$ cat config.mk
export PLATFORM = sky130hd
export DESIGN_NAME = spindle_drive_seq
export DESIGN_NICKNAME = d
export VERILOG_FILES = /design/src/rtl/spindle_pkg.sv /design/src/rtl/phase_timer.sv /design/src/rtl/spindle_drive_seq.sv
export SDC_FILE = /design/constraint.sdc
export NUM_CORES = 1
export LEC_CHECK = 0
export ABC_AREA = 1
export BUFFER_PORTS_ARGS = -buffer_cell sky130_fd_sc_hd__buf_2
export CORE_AREA = 2 2 66 68
export DETAILED_ROUTE_END_ITERATION = 8
export DIE_AREA = 0 0 68 70
export PLACE_DENSITY_LB_ADDON = 0.15
export SLEW_MARGIN = 5
export SYNTH_ARGS = -nofsm -noshare
export SYNTH_HDL_FRONTEND = slang
export SYNTH_SLANG_ARGS = --single-unit
$ cat constraint.sdc
create_clock -name clk -period 6 [get_ports clk]
set_input_delay 0.9 -clock clk [delete_from_list [all_inputs] [get_ports clk]]
set_output_delay 0.9 -clock clk [all_outputs]
set_load 0.05 [all_outputs]
$ cat src/rtl/spindle_pkg.sv
// Shared state type, state code width and sizing helper for the spindle drive sequencer.
package spindle_pkg;

  localparam int STATE_W = 3;

  typedef enum logic [STATE_W-1:0] {
    IDLE  = 3'd0,
    STAR  = 3'd1,
    DEAD  = 3'd2,
    DELTA = 3'd3,
    BRAKE = 3'd4,
    FAULT = 3'd5
  } state_t;

  function automatic int max_of(input int a, input int b);
    return (a > b) ? a : b;
  endfunction

endpackage

$ cat src/rtl/phase_timer.sv
// Cycle counter with synchronous clear; done is high on the cycle count == limit-1.
module phase_timer #(
  parameter int W = 8
) (
  input  logic         clk,
  input  logic         rst,
  input  logic         clr,
  input  logic         en,
  input  logic [W-1:0] limit,
  output logic         done
);

  logic [W-1:0] count;

  always_ff @(posedge clk) begin
    if (rst || clr) begin
      count <= '0;
    end else if (en) begin
      count <= count + W'(1);
    end
  end

  assign done = en && (count == limit - W'(1));

endmodule

$ cat src/rtl/spindle_drive_seq.sv
// Star-delta spindle contactor sequencer with timed brake, e-stop and latched fault.
// Define SPINDLE_FB_CHECK_EN to enable main-contactor feedback supervision.
module spindle_drive_seq
  import spindle_pkg::*;
#(
  parameter int STAR_CYCLES       = 100_000_000,
  parameter int DEADTIME_CYCLES   = 2_500_000,
  parameter int BRAKE_CYCLES      = 50_000_000,
  parameter int FB_TIMEOUT_CYCLES = 25_000_000
) (
  input  logic               clk,
  input  logic               rst,
  input  logic               control,
  input  logic               fb_main,
  input  logic               estop,
  input  logic               fault_clr,
  output logic               k_main,
  output logic               k_star,
  output logic               k_delta,
  output logic               brake,
  output logic               running,
  output logic               fault,
  output logic [STATE_W-1:0] state_o
);

  localparam int MAX_CNT = max_of(max_of(STAR_CYCLES, DEADTIME_CYCLES),
                                  max_of(BRAKE_CYCLES, FB_TIMEOUT_CYCLES));
  localparam int CNT_W   = $clog2(MAX_CNT) + 1;

  state_t           state, next_state;
  logic             ph_done, ph_en, fb_fault;
  logic [CNT_W-1:0] ph_limit;
  logic             main_d, star_d, delta_d, brake_d, running_d, fault_d;

  always_comb begin
    ph_en    = 1'b1;
    ph_limit = CNT_W'(STAR_CYCLES);
    case (state)
      STAR:    ph_limit = CNT_W'(STAR_CYCLES);
      DEAD:    ph_limit = CNT_W'(DEADTIME_CYCLES);
      BRAKE:   ph_limit = CNT_W'(BRAKE_CYCLES);
      default: ph_en    = 1'b0;
    endcase
  end

  phase_timer #(.W(CNT_W)) u_phase (
    .clk   (clk),
    .rst   (rst),
    .clr   (next_state != state),
    .en    (ph_en),
    .limit (ph_limit),
    .done  (ph_done)
  );

`ifdef SPINDLE_FB_CHECK_EN
  logic fb_seen, wd_done, star_entry, fb_active;

  assign fb_active  = (state == STAR) || (state == DEAD) || (state == DELTA);
  assign star_entry = (state != STAR) && (next_state == STAR);

  phase_timer #(.W(CNT_W)) u_watchdog (
    .clk   (clk),
    .rst   (rst),
    .clr   (star_entry),
    .en    (state == STAR),
    .limit (CNT_W'(FB_TIMEOUT_CYCLES)),
    .done  (wd_done)
  );

  always_ff @(posedge clk) begin
    if (rst || star_entry) begin
      fb_seen <= 1'b0;
    end else if (fb_active && fb_main) begin
      fb_seen <= 1'b1;
    end
  end

  // Low feedback is a fault once it has been seen, or at watchdog expiry if never seen.
  assign fb_fault = fb_active && !fb_main && (fb_seen || ((state == STAR) && wd_done));
`else
  logic unused_fb;
  assign unused_fb = fb_main;
  assign fb_fault  = 1'b0;
`endif

  always_ff @(posedge clk) begin
    if (rst) begin
      state   <= IDLE;
      k_main  <= 1'b0;
      k_star  <= 1'b0;
      k_delta <= 1'b0;
      brake   <= 1'b0;
      running <= 1'b0;
      fault   <= 1'b0;
    end else begin
      state   <= next_state;
      k_main  <= main_d;
      k_star  <= star_d;
      k_delta <= delta_d;
      brake   <= brake_d;
      running <= running_d;
      fault   <= fault_d;
    end
  end

  always_comb begin
    next_state = state;
    case (state)
      IDLE: begin
        if (estop)        next_state = FAULT;
        else if (control) next_state = STAR;
      end
      STAR: begin
        if (estop || fb_fault) next_state = FAULT;
        else if (!control)     next_state = BRAKE;
        else if (ph_done)      next_state = DEAD;
      end
      DEAD: begin
        if (estop || fb_fault) next_state = FAULT;
        else if (!control)     next_state = BRAKE;
        else if (ph_done)      next_state = DELTA;
      end
      DELTA: begin
        if (estop || fb_fault) next_state = FAULT;
        else if (!control)     next_state = BRAKE;
      end
      BRAKE: begin
        if (estop)        next_state = FAULT;
        else if (ph_done) next_state = IDLE;
      end
      FAULT: begin
        if (fault_clr && !control && !estop) next_state = IDLE;
      end
      default: next_state = FAULT;
    endcase
  end

  // Outputs decode the upcoming state so the registers match the state from its first cycle.
  always_comb begin
    main_d    = 1'b0;
    star_d    = 1'b0;
    delta_d   = 1'b0;
    brake_d   = 1'b0;
    running_d = 1'b0;
    fault_d   = 1'b0;
    case (next_state)
      STAR:  begin main_d = 1'b1; star_d = 1'b1; end
      DEAD:  main_d = 1'b1;
      DELTA: begin main_d = 1'b1; delta_d = 1'b1; running_d = 1'b1; end
      BRAKE: brake_d = 1'b1;
      FAULT: begin brake_d = 1'b1; fault_d = 1'b1; end
      default: ;
    endcase
  end

  assign state_o = state;

endmodule

==> flow_metrics.tcl, run 1 <==
set metrics [dict create \
    utilization_pct 61.6 \
    cts_inserted_buffers 5 \
    final_layout_size_suffix_gt1_share_pct 18.7 \
    cp-start-kind "register" \
    synth_flop_cell "dfxtp_1" \
    area.growth.synth_to_final_pct 7.37 \
    syn-cell-area_sq_um 2380 \
    power.leakage_nw 1.02 \
    grt_pass1_vias 1844 \
    timing.hold.ws_ps 545 \
    crit_type "reg -> reg" \
    fmax_mhz 321 \
    gr-total-overflow 0 \
    antenna_found_initial 0 \
    ant_nets 0 \
    ys_seq_elements 36 \
    cts.sinks 36 \
    synthDistinctLibCells 33 \
    required_ps 6220 \
    h-tree-depth 2 \
    fin_skew_ps 6.92 \
    ios 15 \
    via_per_inst 5.02 \
    crit_fanout 28 \
    grt_pass1_wl_um 8240 \
    rsz0062_at_grt "false" \
    worst_hold_path_type "reg -> reg" \
    synthTopCellsByArea "dfxtp_1, nand2_1, xor2_1" \
    root_buffer "clkbuf_8" \
    insertedDiodeCount 0 \
    wl_um 4730 \
    hpwl_um 3620 \
    most-common-layout-cells "nand2_1, nor2_1, inv_1, dfxtp_1, xor2_1" \
    setup_viol 0 \
    holdBufCountCts 0 \
    nNetsFinal 359 \
    vias 2032 \
    first_pass_iters 4 \
    tightest_slew_ps 647 \
    die_area_sq_um 4760 \
    synthCells 338 \
    first_iter_violations 168 \
    syn_nets 345 \
    syn_area_per_cell_sq_um 7.03 \
    period_share_pct 51.9 \
    post-cts-setup-buffers 0 \
    synth_edf_count 0 \
    routedWlPerCell_um 11.7 \
    fin_crit_ps 3110 \
    cts_tree "built" \
    synth_area_leader_cell "dfxtp_1" \
    synth_top_area_share_pct 30.3 \
    max-cap-violations 0 \
    cts.clk_slew.worst_paths_ps 70 \
    post_cts_resized 0 \
    fin_ws_ps 2890 \
    grt_max_degree 29 \
    max_slew_margin_pct 56.8 \
    status "finished clean" \
    gp_congestion 0.856 \
    die_w_um 68 \
    final_common_cell "nand2_1" \
    slew_viol_final 0 \
    start_util_pct 57.4 \
    synth_seq_area_share_pct 30.3 \
    track_usage_pct 23.0 \
    core_area_sq_um 4140 \
    num_rows 24 \
    power_density_nw_per_um2 253 \
    clock_path_buffers 2 \
    yosysWarnings 0 \
    final_hold_viol_count 0 \
    async_reset_ff_share_pct 0 \
    cp-end-kind "register" \
    portBuffers 13 \
    max-vdd-ir-drop_uv 104 \
    tns_ps 0 \
    die_y_um 70 \
    drc 0 \
    arrival_ps 3330 \
    dp_slack_ps 2890 \
    clk-insertion-delay-late_ps 300 \
]
[area by class of cell]
class / instances / area [sq um]
sequential: 36 / 721
multi-input combinational: 250 / 1420
fill: 406 / 1590
timing repair buffer: 13 / 65.1
clock inverter: 2 / 35.0
tap: 52 / 65.1
clock buffer: 6 / 72.6
inverter: 46 / 173
[path summary, 6_finish.rpt]
check              startpoint               end  slack [ps]  cells past startpoint
max                state_o[2]  u_phase.count[0]        2890                     14
min          u_phase.count[1]  u_phase.count[1]         540                      2
max reg2reg        state_o[2]  u_phase.count[0]        2890                     14
min reg2reg  u_phase.count[1]  u_phase.count[1]         540                      2
[synth_stat cells, types with 2 or more instances]
cell type  instances
nor2_1            48
inv_2              2
inv_1             44
nor4_1             2
nand3_2            2
nand2_4            2
nor3_1             9
dfxtp_1           36
nand2_2            6
nor2_4            16
xnor2_1            2
o21ai_1            2
nand3_1           19
nand4_1            8
nor2_2            13
nand3_4            2
xor2_1            23
o21ai_0            4
nand2_1           82
a21oi_1            3
[through the flow]
step,instances,area (sq um),power (mW)
6_report,405,2550,0.646
5_1_grt,405,2550,0.682
4_1_cts,405,2550,0.654
3_5_place_dp,397,2440,0.441
3_3_place_gp,397,2440,0.439
2_1_floorplan,338,2380,0.425
[metal layers]
metal,routed length [um],track usage (%),vias up
met5,0,0,-
met4,111,9.56,0
met3,199,5.64,10
met2,2210,34.3,44
met1,2210,31.2,911
li1,-,-,1067
[critical path, cell delays in order (launching register included)]
cell and delay (ps):
dfxtp_1 630, inv_1 260, nand3_4 210, nand3_2 290, nand3_1 200, nor2_2 60, nand3_2 100, nand2_1 60
nand2_1 70, nand2_1 70, nand2_1 120, nand3_1 70, nand2_1 120, nand3_4 460, nor2_1 250
[sequential cells by signal, summed over array words and instances (netlist names)]
name / count
u_phase.count: 28
state_o: 3
brake: 1
fault: 1
k_main: 1
k_star: 1
running: 1
[cells by family (layout without fill, tap and decap cells)]
family	count (synthesis)	after routing	share of synthesized area, %
XOR/XNOR	25	25	9.21
multiplexers	1	1	0.421
AND/OR/NAND/NOR	213	213	47.3
buffers and inverters	52	67	9.89
adder cells (fa/ha/maj)	1	1	0.526
AO/OA/AOI/OAI	10	10	2.37
flip-flops	36	36	30.3
[power breakdown]
group	switching, mW	leakage (nW)	total, mW	internal [mW]
clock network	0.0892	0.0552	0.212	0.123
logic	0.134	0.670	0.173	0.0392
registers	0.0121	0.291	0.261	0.249
total	0.235	1.02	0.646	0.411
(Power assumes the default switching activity.)
==> run 2, diff against run 1 <==
Settings changed: CORE_AREA 2 2 66 68 to 2 2 69 71, DIE_AREA 0 0 68 70 to 0 0 71 73.
Clock period 6 ns to 2.8 ns, I/O delays scaled along.
==> flow_metrics.tcl, run 2 (same netlist as run 1, synthesis figures left out) <==
set metrics [dict create \
    arrival_ps 2660 \
    fin_skew_ps 5.20 \
    power.leakage_nw 1.03 \
    period_share_pct 88.6 \
    nNetsFinal 363 \
    grt_pass1_wl_um 8560 \
    worstHoldPathCells 2 \
    first_pass_iters 4 \
    power_density_nw_per_um2 518 \
    post-cts-setup-buffers 0 \
    die_area_sq_um 5180 \
    area.growth.synth_to_final_pct 8.00 \
    setup_viol 0 \
    fmax_mhz 403 \
    holdBufCountCts 0 \
    ios 15 \
    hold_end "k_main" \
    cp-end-kind "register" \
    max_slew_margin_pct 66.5 \
    clk-insertion-delay-late_ps 290 \
    vias 2033 \
    final_common_cell "nand2_1" \
    grt_pass1_vias 1923 \
    cts.clk_slew.worst_paths_ps 70 \
    status "finished clean" \
    hpwl_um 3700 \
    max-cap-violations 0 \
    tightest_slew_ps 498 \
    post_cts_resized 0 \
    fillerInstances 465 \
    r2r_start "state_o[1]" \
    antenna_found_initial 0 \
    dp_slack_ps 316 \
    h-tree-depth 2 \
    most-common-layout-cells "nand2_1, nor2_1, inv_1, dfxtp_1, xor2_1" \
    max-vdd-ir-drop_uv 240 \
    cts_tree "built" \
    slew_viol_final 0 \
    cts.sinks 36 \
    gp_congestion 0.850 \
    cp-start-kind "register" \
    ant_nets 0 \
    final_layout_size_suffix_gt1_share_pct 19.3 \
    gr-total-overflow 0 \
    routedWlPerCell_um 11.6 \
    rsz0062_at_grt "false" \
    num_rows 25 \
    track_usage_pct 20.6 \
    fin_ws_ps 319 \
    rrSetupSlack_ps 320 \
    insertedDiodeCount 0 \
    fin_crit_ps 2480 \
    crit_fanout 13 \
    r2r-end "u_phase.count[6]" \
    min_from "rst" \
    drc 0 \
    final_hold_viol_count 0 \
    die_y_um 73 \
    die_w_um 71 \
    clock_path_buffers 2 \
    reg2regPathDepth 14 \
    wl_um 4780 \
    worst_hold_path_type "in -> reg" \
    tns_ps 0 \
    grt_max_degree 16 \
    core_area_sq_um 4540 \
    cts_inserted_buffers 5 \
    portBuffers 13 \
    largest_reg_flops 28 \
    root_buffer "clkbuf_8" \
    via_per_inst 4.95 \
    crit_type "reg -> reg" \
    largest-register "u_phase.count" \
    first_iter_violations 160 \
    required_ps 2970 \
    start_util_pct 52.4 \
]
-- run 2: layout make-up --
type	instances	area [sq um]	area share, %
Clock buffer	8	90.1	3.51
Inverter	46	173	6.73
Multi-Input combinational cell	250	1420	55.4
Sequential cell	36	721	28.1
Tap cell	54	67.6	2.63
Timing Repair Buffer	17	95.1	3.70
-- run 2: how the worst max path moves through the flow --
stage	startpoint	to	slack, ps	depth (start not counted)
after floorplan	state_o[1]	u_phase.count[21]	440	10
after global placement	state_o[1]	u_phase.count[4]	320	14
after detailed placement	state_o[1]	u_phase.count[5]	320	14
after CTS	state_o[1]	u_phase.count[5]	300	14
after global routing	state_o[1]	u_phase.count[6]	100	14
final	state_o[1]	u_phase.count[6]	320	14
-- run 2: layer usage --
metal | vias to the layer above | track usage [%] | part of all wire (%)
li1 | 1077 | - | -
met1 | 915 | 27.2 | 50
met2 | 34 | 34.1 | 45
met3 | 7 | 4.14 | 4.1
met4 | 0 | 6.71 | 1.5
met5 | - | 0 | 0
-- run 2: worst max-delay path, stage by stage, from the launching register on --
cell and delay, ps:
dfxtp_1 590, nand3_4 200, nand3_2 240, nand3_1 140
nor2_2 140, nand3_2 130, nand2_1 70, nand2_1 40
nand2_1 90, nand2_1 100, nand3_1 70, nand2_1 80
nand3_4 90, buf_4 300, nor2_1 70
-- run 2: through the flow --
step	power [mW]	area (sq um)	util, %	instances	hold WS [ps]
2_1_floorplan	0.912	2380	-	338	492
3_3_place_gp	0.965	2480	54.6	403	519
3_5_place_dp	0.969	2480	54.6	403	530
4_1_cts	1.34	2570	56.6	411	379
5_1_grt	1.40	2570	56.6	411	406
6_report	1.33	2570	56.6	411	385
-- run 2: power by group --
part	internal [mW]	switching [mW]	total [mW]
Clock	0.200	0.174	0.374
Sequential	0.533	0.0142	0.547
Combinational	0.104	0.304	0.408
Total	0.838	0.492	1.33
==> run 3, diff against run 2 <==
Settings changed: ABC_AREA 1 to unset, CORE_AREA 2 2 69 71 to 2 2 46 91, DIE_AREA 0 0 71 73 to 0 0 48 93, RECOVER_POWER set to 50.
==> flow_metrics.tcl, run 3 <==
set metrics [dict create \
    max_stage_delay_ps 690 \
    cts_inserted_buffers 5 \
    die_y_um 93 \
    insertedDiodeCount 0 \
    power_density_nw_per_um2 506 \
    via_per_inst 5.57 \
    tightest_slew_ps 595 \
    fin_crit_ps 2430 \
    crit_fanout 16 \
    power.leakage_nw 0.721 \
    arrival_ps 2600 \
    holdBufCountCts 0 \
    final_common_cell "nor2_1" \
    synth_edf_count 0 \
    required_ps 2970 \
    path_cells "or3b_1, o22ai_1, nor2b_1, nand4_1, a21oi_1, clkbuf_1, nor2_1" \
    first_iter_violations 23 \
    post-cts-setup-buffers 0 \
    area.growth.synth_to_final_pct 10.9 \
    final_layout_size_suffix_gt1_share_pct 7.87 \
    rsz0062_at_grt "false" \
    utilization_pct 56.9 \
    slew_viol_final 0 \
    cts.sinks 36 \
    post_cts_resized 0 \
    grt_pass1_vias 1568 \
    ys_seq_elements 36 \
    cts_tree "built" \
    ios 15 \
    track_usage_pct 21.3 \
    yosys-top-cells-count "nor2_1, dfxtp_1, nand2_1, xnor2_1, xor2_1" \
    portBuffers 13 \
    setup_viol 0 \
    cp-start-kind "register" \
    synthCells 236 \
    largest-register "u_phase.count" \
    status "finished clean" \
    drc 0 \
    synth_flop_cell "dfxtp_1" \
    num_rows 32 \
    synth_top_area_share_pct 36.9 \
    fin_ws_ps 369 \
    h-tree-depth 2 \
    grt_max_degree 23 \
    period_share_pct 86.8 \
    hold_end "brake" \
    largest_reg_flops 28 \
    synthTopCellsByArea "dfxtp_1, nor2_1, xnor2_1" \
    final_hold_viol_count 0 \
    core_area_sq_um 3800 \
    critPathTopFamily "simple AND/OR/NAND/NOR gates" \
    clk-insertion-delay-late_ps 290 \
    root_buffer "clkbuf_8" \
    max-cap-violations 0 \
    max_slew_margin_pct 60.5 \
    cp_num_buf_inv 1 \
    min_from "rst" \
    syn-cell-area_sq_um 1950 \
    max-vdd-ir-drop_uv 327 \
    r2r_start "state_o[0]" \
    synth_area_leader_cell "dfxtp_1" \
    r2r-end "u_phase.count[2]" \
    reg2regPathDepth 7 \
    fin_skew_ps 6.39 \
    vias 1699 \
    cts.clk_slew.worst_paths_ps 70 \
    die_w_um 48 \
    start_util_pct 51.3 \
    yosysWarnings 0 \
    most-common-layout-cells "nor2_1, dfxtp_1, xnor2_1, nand2_1, clkbuf_1" \
    synthDistinctLibCells 46 \
    grt_pass1_wl_um 6810 \
    routedWlPerCell_um 13.7 \
    dp_slack_ps 474 \
    clock_path_buffers 2 \
    worstHoldPathCells 2 \
    async_reset_ff_share_pct 0 \
    tns_ps 0 \
    crit_type "reg -> reg" \
    cp-end-kind "register" \
    first_pass_iters 4 \
    post-synth-top-count-cell "nor2_1" \
    gp_congestion 0.838 \
    die_area_sq_um 4460 \
    syn_nets 243 \
    gr-total-overflow 0 \
    wl_um 4180 \
    worst_hold_path_type "in -> reg" \
    nNetsFinal 260 \
    fmax_mhz 411 \
    synth_seq_area_share_pct 36.9 \
    rrSetupSlack_ps 370 \
    fillerInstances 364 \
    ant_nets 0 \
    antenna_found_initial 0 \
    syn_area_per_cell_sq_um 8.27 \
    hpwl_um 3090 \
    crit_slowest_cell "dfxtp_1" \
]
## run 3: cell count changes after synthesis, sizes merged, moves of 6 or more
cell,previous run,this run
a21oi,3,9
and3,0,7
inv,46,5
nand2,90,17
nand3,23,8
nor2,77,40
nor2b,0,6
xnor2,2,17
xor2,23,11
## run 3: where the power goes
part           switching [mW]  internal (mW)  total (mW)
Sequential            0.00861          0.519       0.527
Clock                   0.192          0.264       0.456
Combinational          0.0784         0.0330       0.111
## run 3: worst max path at each step
stage / startpoint / end / slack (ps) / cells after the start
after floorplan: state_o[1] / k_star / 610 / 6
after global placement: state_o[0] / running / 500 / 7
after detailed placement: state_o[0] / fault / 470 / 7
after CTS: state_o[0] / fault / 400 / 7
after global routing: state_o[0] / u_phase.count[6] / 160 / 7
final: state_o[0] / u_phase.count[2] / 370 / 7
## run 3: cells by family (layout without fill, tap and decap cells)
family                   count (synthesis)  count (layout)  share of synthesized area, %
AND/OR/NAND/NOR                        128             128                          35.1
flip-flops                              36              36                          36.9
XOR/XNOR                                28              28                          12.6
AO/OA/AOI/OAI                           25              25                          9.30
buffers and inverters                   13              31                          2.95
multiplexers                             5               5                          2.56
adder cells (fa/ha/maj)                  1               1                         0.641
## run 3: cell type report
cell class	count	area (sq um)	share of cell area, %
multi-input cells	187	1170	54.2
flip-flops and latches	36	721	33.3
repair buffers	18	80.1	3.70
clock buffers	6	72.6	3.35
well taps	51	63.8	2.95
clock inverters	2	35.0	1.62
inverters	5	18.8	0.867
## run 3: through the flow
step / instances / instance area, sq um / power (mW) / hold slack [ps]
2_1_floorplan: 236 / 1950 / 0.622 / 479
3_3_place_gp: 297 / 2080 / 0.656 / 495
3_5_place_dp: 297 / 2080 / 0.656 / 515
4_1_cts: 305 / 2190 / 1.10 / 381
5_1_grt: 305 / 2160 / 1.13 / 370
6_report: 305 / 2160 / 1.09 / 379
## run 3: layer usage
layer / track usage [%] / share of wire (%) / vias up
met4: 10.4 / 2.6 / 0
met2: 38.0 / 55 / 27
li1: - / - / 871
met1: 21.1 / 40 / 793
met3: 4.63 / 2.7 / 8
met5: 0 / 0 / -
